--- config.mk ---
export PLATFORM = sky130hd
export DESIGN_NAME = csr_unit_flat
export DESIGN_NICKNAME = d
export VERILOG_FILES = /design/src/rtl/csr_unit_if.sv /design/src/rtl/csr_unit.sv /design/src/flat_wrapper.sv
export SDC_FILE = /design/constraint.sdc
export NUM_CORES = 2
export LEC_CHECK = 0
export ABC_AREA = 0
export BUFFER_PORTS_ARGS = -buffer_cell sky130_fd_sc_hd__buf_4
export CAP_MARGIN = 40
export CORE_MARGIN = 2
export CORE_UTILIZATION = 47
export DETAILED_ROUTE_END_ITERATION = 10
export PLACE_DENSITY_LB_ADDON = 0.3
export RECOVER_POWER = 100
export SLEW_MARGIN = 10
export SYNTH_ARGS = -nofsm -noshare
export SYNTH_HDL_FRONTEND = slang
export SYNTH_SLANG_ARGS = --single-unit
export TNS_END_PERCENT = 100
--- constraint.sdc ---
create_clock -name clk -period 9.26 [get_ports clk]
set_input_delay 0.463 -clock clk [delete_from_list [all_inputs] [get_ports clk]]
set_output_delay 0.463 -clock clk [all_outputs]
set_load 0.02 [all_outputs]
--- src/rtl/csr_unit_if.sv ---
// System-op bus between the execute stage and the CSR unit.
// The master drives the instruction slot; the slave returns CSR data and redirects.
interface csr_unit_if #(
    parameter int XLEN = 64
);
    logic            valid;
    logic [XLEN-1:0] pc;
    logic [4:0]      op;
    logic [11:0]     addr;
    logic [XLEN-1:0] tval;
    logic [XLEN-1:0] wdata;
    logic            instret;
    logic            irq_m_ext;
    logic            irq_m_timer;
    logic            irq_m_soft;
    logic            irq_s_ext;
    logic [XLEN-1:0] rdata;
    logic            r_valid;
    logic [1:0]      priv;
    logic [XLEN-1:0] satp;
    logic            trap_en;
    logic [XLEN-1:0] trap_pc;
    logic            flush;

    modport master (
        output valid, pc, op, addr, tval, wdata, instret,
               irq_m_ext, irq_m_timer, irq_m_soft, irq_s_ext,
        input  rdata, r_valid, priv, satp, trap_en, trap_pc, flush
    );

    modport slave (
        input  valid, pc, op, addr, tval, wdata, instret,
               irq_m_ext, irq_m_timer, irq_m_soft, irq_s_ext,
        output rdata, r_valid, priv, satp, trap_en, trap_pc, flush
    );
endinterface

--- src/rtl/csr_unit.sv ---
// Machine/supervisor CSR file: CSR access, trap entry/return, interrupt
// arbitration with M->S delegation, cycle/instret counters, satp and privilege.
module csr_unit #(
    parameter int          XLEN       = 64,
    parameter logic [63:0] RESET_VEC  = 64'h0,
    parameter int          HART_ID    = 0,
    parameter bit          HAS_S_MODE = 1'b1
) (
    input  logic     clk,
    input  logic     rst,
    csr_unit_if.slave bus
);
    localparam logic [4:0] SYSOP_RET   = 5'h01;
    localparam logic [4:0] SYSOP_CSR_W = 5'h02;
    localparam logic [4:0] SYSOP_CSR_S = 5'h03;
    localparam logic [4:0] SYSOP_CSR_C = 5'h04;

    localparam logic [XLEN-1:0] MXL = (XLEN == 64) ? (XLEN'(2) << (XLEN-2)) : (XLEN'(1) << (XLEN-2));
    // RV-I with U mode, plus S when present
    localparam logic [XLEN-1:0] MISA_INIT_VAL = MXL | XLEN'(32'h0010_0100) |
                                                (HAS_S_MODE ? XLEN'(32'h0004_0000) : '0);
    // mstatus fields kept: SIE(1) MIE(3) SPIE(5) MPIE(7) SPP(8) MPP(12:11)
    localparam logic [XLEN-1:0] MSTATUS_WMASK = HAS_S_MODE ? XLEN'(32'h19AA) : XLEN'(32'h1888);
    localparam logic [XLEN-1:0] SSTATUS_MASK  = XLEN'(32'h0122);
    localparam logic [XLEN-1:0] MIE_WMASK     = HAS_S_MODE ? XLEN'(32'h0AAA) : XLEN'(32'h0888);
    localparam logic [XLEN-1:0] S_IRQ_MASK    = XLEN'(32'h0222);
    localparam logic [XLEN-1:0] MIP_WMASK     = HAS_S_MODE ? XLEN'(32'h0022) : '0;
    localparam logic [XLEN-1:0] SIP_WMASK     = XLEN'(32'h0002);
    localparam logic [XLEN-1:0] MEDELEG_MASK  = HAS_S_MODE ? XLEN'(32'hFFFF) : '0;
    localparam logic [XLEN-1:0] MIDELEG_MASK  = HAS_S_MODE ? S_IRQ_MASK : '0;
    // Interrupt causes listed from lowest to highest priority (MEI highest)
    localparam int IRQ_PRIO [6] = '{5, 1, 9, 7, 3, 11};

    typedef enum logic [1:0] {ACT_NONE, ACT_TRAP, ACT_RET, ACT_CSR} act_t;

    logic [1:0]      r_priv;
    logic [XLEN-1:0] r_mstatus, r_medeleg, r_mideleg, r_mie, r_mip_sw, r_mtvec, r_mscratch;
    logic [XLEN-1:0] r_mepc, r_mcause, r_mtval, r_stvec, r_sscratch, r_sepc, r_scause, r_stval;
    logic [XLEN-1:0] r_satp, r_mcycle, r_minstret;

    logic [XLEN-1:0] w_mip, w_rd, w_wval, w_mstatus_wr, w_pend, w_irq_cand;
    logic [XLEN-1:0] w_tvec, w_trap_tval, w_trap_cause, w_trap_pc;
    logic            w_impl, w_csr_op, w_csr_ill, w_ret_ill, w_irq_take, w_deleg;
    logic            w_m_en, w_s_en, w_trap_intr, w_satp_wr;
    logic [3:0]      w_irq_code, w_trap_code;
    act_t            w_act;

    // Pending view: hardware lines merged with the software-writable SSIP/STIP
    always_comb begin
        w_mip     = r_mip_sw;
        w_mip[11] = bus.irq_m_ext;
        w_mip[9]  = HAS_S_MODE && bus.irq_s_ext;
        w_mip[7]  = bus.irq_m_timer;
        w_mip[3]  = bus.irq_m_soft;
    end

    // CSR read mux and implemented-address decode
    always_comb begin
        w_rd   = '0;
        w_impl = 1'b1;
        case (bus.addr)
            12'h300: w_rd = r_mstatus;
            12'h301: w_rd = MISA_INIT_VAL;
            12'h302: w_rd = r_medeleg;
            12'h303: w_rd = r_mideleg;
            12'h304: w_rd = r_mie;
            12'h305: w_rd = r_mtvec;
            12'h340: w_rd = r_mscratch;
            12'h341: w_rd = r_mepc;
            12'h342: w_rd = r_mcause;
            12'h343: w_rd = r_mtval;
            12'h344: w_rd = w_mip;
            12'hF14: w_rd = XLEN'(HART_ID);
            12'hB00, 12'hC00: w_rd = r_mcycle;
            12'hB02, 12'hC02: w_rd = r_minstret;
            12'h100: if (HAS_S_MODE) w_rd = r_mstatus & SSTATUS_MASK; else w_impl = 1'b0;
            12'h104: if (HAS_S_MODE) w_rd = r_mie & S_IRQ_MASK;       else w_impl = 1'b0;
            12'h144: if (HAS_S_MODE) w_rd = w_mip & S_IRQ_MASK;       else w_impl = 1'b0;
            12'h105: if (HAS_S_MODE) w_rd = r_stvec;                  else w_impl = 1'b0;
            12'h140: if (HAS_S_MODE) w_rd = r_sscratch;               else w_impl = 1'b0;
            12'h141: if (HAS_S_MODE) w_rd = r_sepc;                   else w_impl = 1'b0;
            12'h142: if (HAS_S_MODE) w_rd = r_scause;                 else w_impl = 1'b0;
            12'h143: if (HAS_S_MODE) w_rd = r_stval;                  else w_impl = 1'b0;
            12'h180: if (HAS_S_MODE) w_rd = r_satp;                   else w_impl = 1'b0;
            default: w_impl = 1'b0;
        endcase
    end

    // Write operand, mstatus legalisation (MPP never takes a reserved level) and legality
    always_comb begin
        case (bus.op)
            SYSOP_CSR_S: w_wval = w_rd | bus.wdata;
            SYSOP_CSR_C: w_wval = w_rd & ~bus.wdata;
            default:     w_wval = bus.wdata;
        endcase
        w_mstatus_wr = (r_mstatus & ~MSTATUS_WMASK) | (w_wval & MSTATUS_WMASK);
        if (w_wval[12:11] == 2'b10 || (!HAS_S_MODE && w_wval[12:11] == 2'b01))
            w_mstatus_wr[12:11] = r_mstatus[12:11];
        w_csr_op  = (bus.op == SYSOP_CSR_W) || (bus.op == SYSOP_CSR_S) || (bus.op == SYSOP_CSR_C);
        w_csr_ill = w_csr_op && (!w_impl || (bus.addr[9:8] > r_priv) || (bus.addr[11:10] == 2'b11));
        w_ret_ill = (bus.op == SYSOP_RET) && (r_priv == 2'b00);
    end

    // Interrupt arbitration: enabled M-level and delegated S-level sources, fixed priority
    always_comb begin
        w_pend     = w_mip & r_mie;
        w_m_en     = (r_priv != 2'b11) || r_mstatus[3];
        w_s_en     = (r_priv == 2'b00) || ((r_priv == 2'b01) && r_mstatus[1]);
        w_irq_cand = (w_m_en ? (w_pend & ~r_mideleg) : '0) | (w_s_en ? (w_pend & r_mideleg) : '0);
        w_irq_code = 4'd0;
        for (int i = 0; i < 6; i++)
            if (w_irq_cand[IRQ_PRIO[i]]) w_irq_code = 4'(IRQ_PRIO[i]);
        w_irq_take = |w_irq_cand[11:0];
    end

    // Action select: interrupt > exception > illegal > RET > CSR op
    always_comb begin
        w_act       = ACT_NONE;
        w_trap_intr = 1'b0;
        w_trap_code = 4'd0;
        w_trap_tval = '0;
        if (bus.valid) begin
            if (w_irq_take) begin
                w_act       = ACT_TRAP;
                w_trap_intr = 1'b1;
                w_trap_code = w_irq_code;
            end else if (bus.op[4]) begin
                w_act       = ACT_TRAP;
                w_trap_code = bus.op[3:0];
                w_trap_tval = bus.tval;
            end else if (w_csr_ill || w_ret_ill) begin
                w_act       = ACT_TRAP;
                w_trap_code = 4'd2;
            end else if (bus.op == SYSOP_RET) begin
                w_act = ACT_RET;
            end else if (w_csr_op) begin
                w_act = ACT_CSR;
            end
        end
        w_deleg      = HAS_S_MODE && (r_priv <= 2'b01) &&
                       (w_trap_intr ? r_mideleg[w_trap_code] : r_medeleg[w_trap_code]);
        w_trap_cause = {w_trap_intr, {(XLEN-5){1'b0}}, w_trap_code};
        w_tvec       = w_deleg ? r_stvec : r_mtvec;
        w_satp_wr    = (w_act == ACT_CSR) && (bus.addr == 12'h180);
    end

    // Redirect target for traps, returns and the satp flush
    always_comb begin
        w_trap_pc = bus.pc + XLEN'(4);
        case (w_act)
            ACT_TRAP: w_trap_pc = {w_tvec[XLEN-1:2], 2'b00} +
                                  ((w_tvec[1:0] == 2'b01 && w_trap_intr) ?
                                   {{(XLEN-6){1'b0}}, w_trap_code, 2'b00} : '0);
            ACT_RET:  w_trap_pc = (r_priv == 2'b11) ? r_mepc : r_sepc;
            default:  w_trap_pc = bus.pc + XLEN'(4);
        endcase
    end

    assign bus.rdata   = w_rd;
    assign bus.r_valid = (w_act == ACT_CSR);
    assign bus.priv    = r_priv;
    assign bus.satp    = r_satp;
    assign bus.trap_en = (w_act == ACT_TRAP) || (w_act == ACT_RET) || w_satp_wr;
    assign bus.trap_pc = w_trap_pc;
    assign bus.flush   = w_satp_wr;

    // State update: counters always run; at most one trap/return/CSR write commits
    always_ff @(posedge clk) begin
        if (rst) begin
            r_priv     <= 2'b11;
            r_mstatus  <= '0;  r_medeleg  <= '0;  r_mideleg <= '0;  r_mie    <= '0;
            r_mip_sw   <= '0;  r_mtvec    <= RESET_VEC[XLEN-1:0];   r_mscratch <= '0;
            r_mepc     <= '0;  r_mcause   <= '0;  r_mtval   <= '0;  r_stvec  <= '0;
            r_sscratch <= '0;  r_sepc     <= '0;  r_scause  <= '0;  r_stval  <= '0;
            r_satp     <= '0;  r_mcycle   <= '0;  r_minstret <= '0;
        end else begin
            r_mcycle <= r_mcycle + XLEN'(1);
            if (bus.instret) r_minstret <= r_minstret + XLEN'(1);
            case (w_act)
                ACT_TRAP: begin
                    if (w_deleg) begin
                        r_sepc       <= bus.pc;
                        r_scause     <= w_trap_cause;
                        r_stval      <= w_trap_tval;
                        r_mstatus[5] <= r_mstatus[1];
                        r_mstatus[1] <= 1'b0;
                        r_mstatus[8] <= (r_priv != 2'b00);
                        r_priv       <= 2'b01;
                    end else begin
                        r_mepc           <= bus.pc;
                        r_mcause         <= w_trap_cause;
                        r_mtval          <= w_trap_tval;
                        r_mstatus[7]     <= r_mstatus[3];
                        r_mstatus[3]     <= 1'b0;
                        r_mstatus[12:11] <= r_priv;
                        r_priv           <= 2'b11;
                    end
                end
                ACT_RET: begin
                    if (r_priv == 2'b11) begin
                        r_mstatus[3]     <= r_mstatus[7];
                        r_mstatus[7]     <= 1'b1;
                        r_priv           <= r_mstatus[12:11];
                        r_mstatus[12:11] <= 2'b00;
                    end else begin
                        r_mstatus[1] <= r_mstatus[5];
                        r_mstatus[5] <= 1'b1;
                        r_priv       <= {1'b0, r_mstatus[8]};
                        r_mstatus[8] <= 1'b0;
                    end
                end
                ACT_CSR: begin
                    case (bus.addr)
                        12'h300: r_mstatus  <= w_mstatus_wr;
                        12'h302: r_medeleg  <= w_wval & MEDELEG_MASK;
                        12'h303: r_mideleg  <= w_wval & MIDELEG_MASK;
                        12'h304: r_mie      <= w_wval & MIE_WMASK;
                        12'h305: r_mtvec    <= w_wval;
                        12'h340: r_mscratch <= w_wval;
                        12'h341: r_mepc     <= w_wval;
                        12'h342: r_mcause   <= w_wval;
                        12'h343: r_mtval    <= w_wval;
                        12'h344: r_mip_sw   <= w_wval & MIP_WMASK;
                        12'hB00: r_mcycle   <= w_wval;
                        12'hB02: r_minstret <= w_wval;
                        12'h100: r_mstatus  <= (r_mstatus & ~SSTATUS_MASK) | (w_wval & SSTATUS_MASK);
                        12'h104: r_mie      <= (r_mie & ~S_IRQ_MASK) | (w_wval & S_IRQ_MASK);
                        12'h144: r_mip_sw   <= (r_mip_sw & ~SIP_WMASK) | (w_wval & SIP_WMASK);
                        12'h105: r_stvec    <= w_wval;
                        12'h140: r_sscratch <= w_wval;
                        12'h141: r_sepc     <= w_wval;
                        12'h142: r_scause   <= w_wval;
                        12'h143: r_stval    <= w_wval;
                        12'h180: r_satp     <= w_wval;
                        default: ;
                    endcase
                end
                default: ;
            endcase
        end
    end
endmodule
--- src/flat_wrapper.sv ---
// flat-port wrapper written by rule: the top's interface ports become plain ports
module csr_unit_flat 
#(
    parameter int          XLEN       = 64,
    parameter logic [63:0] RESET_VEC  = 64'h0,
    parameter int          HART_ID    = 0,
    parameter bit          HAS_S_MODE = 1'b1
)
  (clk, rst, bus_valid, bus_pc, bus_op, bus_addr, bus_tval, bus_wdata, bus_instret, bus_irq_m_ext, bus_irq_m_timer, bus_irq_m_soft, bus_irq_s_ext, bus_rdata, bus_r_valid, bus_priv, bus_satp, bus_trap_en, bus_trap_pc, bus_flush);
  csr_unit_if #(.XLEN(XLEN)) bus_i ();
  input  logic clk;
  input  logic rst;
  input wire logic [$bits(bus_i.valid)-1:0] bus_valid;
  input wire logic [$bits(bus_i.pc)-1:0] bus_pc;
  input wire logic [$bits(bus_i.op)-1:0] bus_op;
  input wire logic [$bits(bus_i.addr)-1:0] bus_addr;
  input wire logic [$bits(bus_i.tval)-1:0] bus_tval;
  input wire logic [$bits(bus_i.wdata)-1:0] bus_wdata;
  input wire logic [$bits(bus_i.instret)-1:0] bus_instret;
  input wire logic [$bits(bus_i.irq_m_ext)-1:0] bus_irq_m_ext;
  input wire logic [$bits(bus_i.irq_m_timer)-1:0] bus_irq_m_timer;
  input wire logic [$bits(bus_i.irq_m_soft)-1:0] bus_irq_m_soft;
  input wire logic [$bits(bus_i.irq_s_ext)-1:0] bus_irq_s_ext;
  output wire logic [$bits(bus_i.rdata)-1:0] bus_rdata;
  output wire logic [$bits(bus_i.r_valid)-1:0] bus_r_valid;
  output wire logic [$bits(bus_i.priv)-1:0] bus_priv;
  output wire logic [$bits(bus_i.satp)-1:0] bus_satp;
  output wire logic [$bits(bus_i.trap_en)-1:0] bus_trap_en;
  output wire logic [$bits(bus_i.trap_pc)-1:0] bus_trap_pc;
  output wire logic [$bits(bus_i.flush)-1:0] bus_flush;
  assign bus_i.valid = bus_valid;
  assign bus_i.pc = bus_pc;
  assign bus_i.op = bus_op;
  assign bus_i.addr = bus_addr;
  assign bus_i.tval = bus_tval;
  assign bus_i.wdata = bus_wdata;
  assign bus_i.instret = bus_instret;
  assign bus_i.irq_m_ext = bus_irq_m_ext;
  assign bus_i.irq_m_timer = bus_irq_m_timer;
  assign bus_i.irq_m_soft = bus_irq_m_soft;
  assign bus_i.irq_s_ext = bus_irq_s_ext;
  assign bus_rdata = bus_i.rdata;
  assign bus_r_valid = bus_i.r_valid;
  assign bus_priv = bus_i.priv;
  assign bus_satp = bus_i.satp;
  assign bus_trap_en = bus_i.trap_en;
  assign bus_trap_pc = bus_i.trap_pc;
  assign bus_flush = bus_i.flush;
  csr_unit #(.XLEN(XLEN), .RESET_VEC(RESET_VEC), .HART_ID(HART_ID), .HAS_S_MODE(HAS_S_MODE)) u_core (.clk(clk), .rst(rst), .bus(bus_i));
endmodule
# [Word-level counts from Yosys, hierarchy flattened]
# Index checks and enable logic that the tools add are counted.
[op_classes] n_shift=0 mul=0 reduce_logical=47 magnitude_cmp=3 n_mux=82 n_eq_ne=50 n_addsub=4 bitwise=12 div_mod_pow=0
[ops] operator="$mux W64" count=22
[ops] operator="$pmux W64 S2" count=11
[ops] operator="$pmux W64 S22" count=1
[ops] operator="$eq A12 B10 Y1 const B" count=11
[ops] operator="$add A64 B1 Y64 const B" count=2
[ops] operator="$eq A12 B9 Y1 const B" count=9
[ops] operator="$add A64 B3 Y64 const B" count=1
[ops] operator="$add A64 B64 Y64" count=1
[ops] operator="$and A64 B64 Y64" count=1
[ops] operator="$not A64 Y64" count=1
[ops] operator="$or A64 B10 Y64" count=1
[ops] operator="$or A64 B13 Y64" count=1
[ops] operator="$or A64 B2 Y64" count=1
[ops] operator="$or A64 B64 Y64" count=1
[ops] operator="$or A64 B9 Y64" count=1
[ops] operator="$eq A12 B12 Y1 const B" count=5
[ops] operator="$mux W4" count=7
[ops] operator="$reduce_or A25 Y1" count=1
[ops] operator="$and A12 B12 Y12" count=2
[ops] operator="$mux W12" count=2
[ops] operator="$mux W2" count=12
[ops] operator="$reduce_and A2 Y1" count=10
[ops] operator="$reduce_and A3 Y1" count=6
[ops] operator="$mux W1" count=16
[ops] operator="other kinds (31)" count=72
[word_totals] out_inout_bits=197 latch_bits=0 in_bits=217 word_cells=220 register_bits=1045 n_memories=0 romBits=0 ramBits=0

# [Depth between registers and ports, before layout]
[logic_depth] word_depth=23 depth_mapped=33 ltp_nobuf=29

# [Worst setup path after synthesis]
# OpenSTA, ideal clock, no wires.
[synth_path] path_type="reg2out" startpoint="register u_core.r_priv[0], in the netlist u_core.bus.priv[0]" endpoint="output port bus_trap_pc[58]" slack_ps=2327 path_buffers=6 arrival_time_ps=6470 required_ps=8797 stages_incl_launch_ff=32 path_cell_list="dfxtp_1 > buf_4 > and3b_1 > buf_4 > a21oi_1 > or4_4 > o22ai_1 > o211ai_1 > o21ai_2 > and4b_1 > or2_1 > buf_6 > buf_12 > buf_8 > nor3b_1 > a31oi_1 > or2_2 > inv_1 > ha_1 > inv_1 > fa_1 > nor2b_1 > o21ai_0 > nor2b_1 > clkbuf_1 > or4_1 > nor3_1 > and3_1 > mux2_2 > nand2_1 > xnor2_1 > o21ai_0"
[synth_via] elab_chain_len=23 elab_cells_between_ends=49 cone_classes="add/sub (1); order compare (2); eq/ne (6); mux (27); bitwise (1); reduce/logical (12)"
[synth_rtl] item="start: declaration" line="csr_unit.sv:36" rtl="logic [1:0] r_priv;"
[synth_rtl] item="start signal: assignment" line="csr_unit.sv:203" rtl="r_priv <= r_mstatus[12:11];"
[synth_rtl] item="start signal: assignment" line="csr_unit.sv:208" rtl="r_priv <= {1'b0, r_mstatus[8]};"
[synth_rtl] item="$eq A2 B1 Y1" line="csr_unit.sv:108" rtl="w_s_en = (r_priv == 2'b00) || ((r_priv == 2'b01) && r_mstatus[1]);"
[synth_rtl] item="$logic_and A1 B1 Y1" line="csr_unit.sv:108"
[synth_rtl] item="$logic_or A1 B1 Y1" line="csr_unit.sv:108"
[synth_rtl] item="$mux W12" line="csr_unit.sv:109" rtl="w_irq_cand = (w_m_en ? (w_pend & ~r_mideleg) : '0) | (w_s_en ? (w_pend & r_mideleg) : '0);"
[synth_rtl] item="$or A12 B12 Y12" line="csr_unit.sv:109"
[synth_rtl] item="$mux W3 (2 in series)" line="csr_unit.sv:112" rtl="if (w_irq_cand[IRQ_PRIO[i]]) w_irq_code = 4'(IRQ_PRIO[i]);"
[synth_rtl] item="$mux W4 (4 in series)" line="csr_unit.sv:112"
[synth_rtl] item="$mux W4" line="csr_unit.sv:123" rtl="if (w_irq_take) begin"
[synth_rtl] item="[... 3 more ...]"
[synth_rtl] item="$mux W1" line="csr_unit.sv:141" rtl="(w_trap_intr ? r_mideleg[w_trap_code] : r_medeleg[w_trap_code]);"
[synth_rtl] item="$logic_and A1 B1 Y1" line="csr_unit.sv:140" rtl="w_deleg = HAS_S_MODE && (r_priv <= 2'b01) &&"
[synth_rtl] item="$mux W64" line="csr_unit.sv:143" rtl="w_tvec = w_deleg ? r_stvec : r_mtvec;"
[synth_rtl] item="$eq A2 B1 Y1" line="csr_unit.sv:152" rtl="((w_tvec[1:0] == 2'b01 && w_trap_intr) ?"
[synth_rtl] item="$logic_and A1 B1 Y1" line="csr_unit.sv:152"
[synth_rtl] item="$mux W6" line="csr_unit.sv:152"
[synth_rtl] item="$add A64 B64 Y64" line="csr_unit.sv:151" rtl="ACT_TRAP: w_trap_pc = {w_tvec[XLEN-1:2], 2'b00} +"
[synth_rtl] item="$pmux W64 S2 (*)" line="csr_unit.sv:150" rtl="case (w_act)"
[synth_rtl] item="end: declaration" line="flat_wrapper.sv:29" rtl="output wire logic [$bits(bus_i.trap_pc)-1:0] bus_trap_pc;"
# Every way passes the cells marked *; elsewhere a longest branch is shown, timed or not. The select of a mux whose other input is x is not followed.

# [Worst setup path in the final report]
[layout_path] startpoint="register u_core.r_priv[0], in the netlist u_core.bus.priv[0]" endpoint="register u_core.r_mscratch[0]"
[layout_via] elab_chain_len=11 elab_cells_between_ends=22 cone_classes="order compare (1); eq/ne (3); mux (6); bitwise (1); reduce/logical (11)"
[layout_rtl] item="$gt A2 B2 Y1" line="csr_unit.sv:100" rtl="w_csr_ill = w_csr_op && (!w_impl || (bus.addr[9:8] > r_priv) || (bus.addr[11:10] == 2'b11));"
[layout_rtl] item="$logic_or A1 B1 Y1 (2 in series)" line="csr_unit.sv:100"
[layout_rtl] item="$logic_and A1 B1 Y1" line="csr_unit.sv:100"
[layout_rtl] item="$logic_or A1 B1 Y1" line="csr_unit.sv:131" rtl="end else if (w_csr_ill || w_ret_ill) begin"
[layout_rtl] item="$mux W2" line="csr_unit.sv:131"
[layout_rtl] item="$mux W2" line="csr_unit.sv:127" rtl="end else if (bus.op[4]) begin"
[layout_rtl] item="$mux W2 (*)" line="csr_unit.sv:123"
[layout_rtl] item="$mux W2 (*)" line="csr_unit.sv:122" rtl="if (bus.valid) begin"
[layout_rtl] item="$eq A2 B2 Y1 (*)" line="csr_unit.sv:179" rtl="case (w_act)"
[layout_rtl] item="$reduce_and A2 Y1 (no line) (*)"
[layout_rtl] item="end signal: assignment" line="csr_unit.sv:219" rtl="12'h340: r_mscratch <= w_wval;"
[layout_rtl] item="end: declaration" line="csr_unit.sv:37" rtl="logic [XLEN-1:0] r_mstatus, r_medeleg, r_mideleg, r_mie, r_mip_sw, r_mtvec, r_mscratch;"
# Every way passes the cells marked *; elsewhere a longest branch is shown, timed or not.
# A chain may end at the register's enable or synchronous reset.

==> impl_metrics.py <==
metrics = {
    "pwr": {
        "power.leakage_uw": 0.0179,
        "vdd_drop_max_mv": 0.158,
        "p_per_area_nw_per_um2": 167,
    },
    "job": {
        "cap_violations": 13,
    },
    "floorplan": {
        "pin_count": 414,
        "start_util_pct": 47.2,
        "fp.dieH_um": 315,
        "core.rowCount": 114,
        "core_area_um2": 96300,
        "die_w_um": 315,
        "design.die.area_um2": 99200,
    },
    "cells_and_area": {
        "seqCellArea_um2": 17400,
        "multi_input_area_um2": 25900,
        "num-fill-cells": 9150,
        "final_cell_mix": "1059 x nor2_1, 867 x dfxtp_1, 622 x a211oi_1",
        "fin_nets": 6072,
        "layout_commonest_cell": "nor2_1",
        "area_delta_synth_final_pct": 14.7,
        "layout-drive-gt1-share_pct": 9.85,
    },
    "drt": {
        "drc": 0,
        "route.vias.total": 48215,
        "drt-vias-per-instance": 6.70,
        "drt_iter0_drc": 8267,
        "dr.pass1.iters": 9,
        "drtAntennaViolNets": 0,
        "routed_wl_um": 206000,
        "wl_per_cell_um": 28.7,
    },
    "synthesis": {
        "syn_nets": 5913,
        "synth_cell_types": 96,
        "yosysWarnings": 0,
        "synthTopCellsByArea": "dfxtp_1 38%, a211oi_1 10%, nor2_1 8.8%",
        "syn_area_per_cell_um2": 8.00,
        "yosysTopAreaCell": "dfxtp_1",
        "synth_edf_count": 0,
        "yosysSeqAreaShare_pct": 38.2,
        "ys_seq_elements": 868,
        "ys_async_sr_fraction_pct": 0,
        "netlist_area_um2": 45400,
        "yosys_most_used_dff": "dfxtp_1",
        "synthDominantCellAreaShare_pct": 38.2,
        "synthCells": 5682,
    },
    "global_route": {
        "antenna_found_initial": 7,
        "first_global_vias": 44119,
        "grt_max_degree": 200,
        "grtUsageTotal_pct": 39.9,
        "grt_pass1_wl_um": 298000,
        "overflow": 0,
    },
    "timing": {
        "layout_worst_path_cycle_share_pct": 98.9,
        "tns_ns": 0,
        "hold_viol_final": 0,
        "fin_ws_ns": 0.0980,
        "skew_ns": 0.0374,
        "rsz0062_at_grt": "false",
        "setup_viol": 0,
        "tightest_slew_ns": 3.98,
        "fmax_ghz": 0.109,
        "drv_slew": 543,
        "fin_crit_ns": 9.16,
        "slew_headroom_pct": -166,
    },
    "clocking": {
        "numCtsBuffers": 95,
        "cts_hold_repair.buffers": 0,
        "clkSlewWorstSetupHoldPaths_ns": 0.06,
        "cts_tree": "yes",
        "cts_sinks": 868,
        "post_cts_buffers": 0,
        "cts-root-buf": "clkbuf_16",
        "clock_path_buffers": 3,
        "htree_levels": 3,
        "worstSkewPairLatency_ns": 0.69,
    },
    "critical_path": {
        "setup.worst_path.start": "u_core.bus.priv[0]$_SDFFE_PP1N_",
        "endpoint_kind": "flop",
        "arrival_ns": 9.73,
        "critical_path_required_ns": 9.83,
        "crit_path_max_fanout": 50,
        "worstSetupPathType": "flop to flop",
        "start_kind": "flop",
        "r2r_start": "u_core.bus.priv[0]$_SDFFE_PP1N_",
    },
    "outcome": {
        "violations": "max-capacitance violations, max-slew violations",
        "outcome": "complete, but fails checks",
    },
    "placement": {
        "place_congestion": 0.972,
        "post-place-ws_ns": 0.999,
        "hpwl_um": 137000,
        "numPortBuffers": 413,
    },
    "hold_path": {
        "hold_start": "bus_pc[13]",
        "min_path_type": "input pin to flop",
    },
}
## stage by stage
stage | hold slack, ns | cells | instance area [um2] | power, uW | utilization, %
final | 0.148 | 7192 | 52100 | 8680 | 54.1
after global placement | 0.440 | 6996 | 49400 | 4720 | 51.3
after global routing | 0.178 | 7192 | 52100 | 8850 | 54.1
after CTS | 0.132 | 7185 | 53100 | 8670 | 55.2
after floorplan | 0.434 | 5682 | 45400 | 4350 | -
after detailed placement | 0.446 | 7018 | 49900 | 4740 | 51.8
## final timing paths
| check | cells after the start | end | slack, ns |
|---|---|---|---|
| worst max-delay path | 15 | u_core.r_mscratch[0]$_SDFFE_PP0P_ | 0.1 |
| worst min-delay path | 3 | u_core.r_mepc[13]$_SDFFE_PP0P_ | 0.15 |
| worst max register to register | 15 | u_core.r_mscratch[0]$_SDFFE_PP0P_ | 0.1 |
| worst min register to register | 2 | u_core.r_scause[39]$_SDFFE_PP0P_ | 0.46 |
## routing by layer
metal / track usage, % / routed length [um]
met1: 52.4 / 79000
met2: 60.7 / 88600
met3: 8.30 / 25000
met4: 23.2 / 13700
met5: 0 / 18
## report_power, final
| part | internal (uW) | total, uW | switching [uW] |
|---|---|---|---|
| sequential | 3810 | 3870 | 59.4 |
| clock | 2370 | 4020 | 1650 |
| combinational | 245 | 792 | 547 |
## worst max-delay path: stages (launching register included)
cell and delay, ns:
dfxtp_1 0.57, and3b_1 0.42, a21oi_1 0.17, or4_4 0.67
nor2_1 0.32, nand4_1 0.47, inv_1 0.27, ha_4 0.54
clkinvlp_2 1.99, buf_4 0.98, nor4_1 0.38, clkbuf_2 0.88
buf_16 0.32, buf_4 0.65, nor2_1 0.12, a211oi_1 0.24
## logic make-up after synthesis
logic type | Yosys count | share of synthesized area, %
compound gates | 1631 | 26.3
xor+xnor | 261 | 5.03
fa+ha+maj | 14 | 0.402
buf+inv | 583 | 5.28
flops | 868 | 38.2
mux | 161 | 3.60
simple gates | 2164 | 21.2
## layout make-up
class | count | share of cell area (%)
diodes | 5 | 0.0240
clock buffers | 136 | 5.44
clock inverters | 31 | 0.804
inverters | 80 | 0.583
multi-input cells | 4231 | 49.6
flip-flops and latches | 868 | 33.3
well taps | 1276 | 3.06
repair buffers | 565 | 7.13
## state kept, by name, summed over array words and instances (netlist names), 7 cells and up
signal,count
u_core.r_scause,64
u_core.r_mscratch,64
u_core.r_stval,64
u_core.r_minstret,64
u_core.bus.satp,64
u_core.r_mcycle,64
u_core.r_mepc,64
u_core.r_mcause,64
u_core.r_sepc,64
u_core.r_sscratch,64
u_core.r_mtval,64
u_core.r_mstatus,7
u_core.r_mtvec,64
u_core.r_stvec,64
u_core.r_medeleg,16
## synthesized netlist by cell type (all sizes together) (6+ instances only)
master and instances:
nor2 1067, dfxtp 868, a211oi 625, nand2 487, a21oi 357, clkbuf 355
a22oi 167, xnor2 156, mux2i 152, buf 148, a222oi 135, nand3 123
nand4 122, xor2 105, nor3 99, inv 79, and3 76, a221oi 57
a22o 54, o21ai 52, a21o 34, and4 34, nand2b 32, a221o 29
a21boi 23, nor4 21, and2 19, a31oi 15, nor2b 15, or3 14
ha 13, nor3b 13, o211ai 12, or2 11, mux2 9, a32oi 7
o31ai 7, nor4b 6, o21a 6, o221ai 6, or4 6
## what timing repair did
action | in CTS | in global routing
setup endpoints to repair | 0 | 4
endpoints found under the hold margin | 0 | 0
resized for setup | 0 | 3
(Power assumes the default switching activity.)
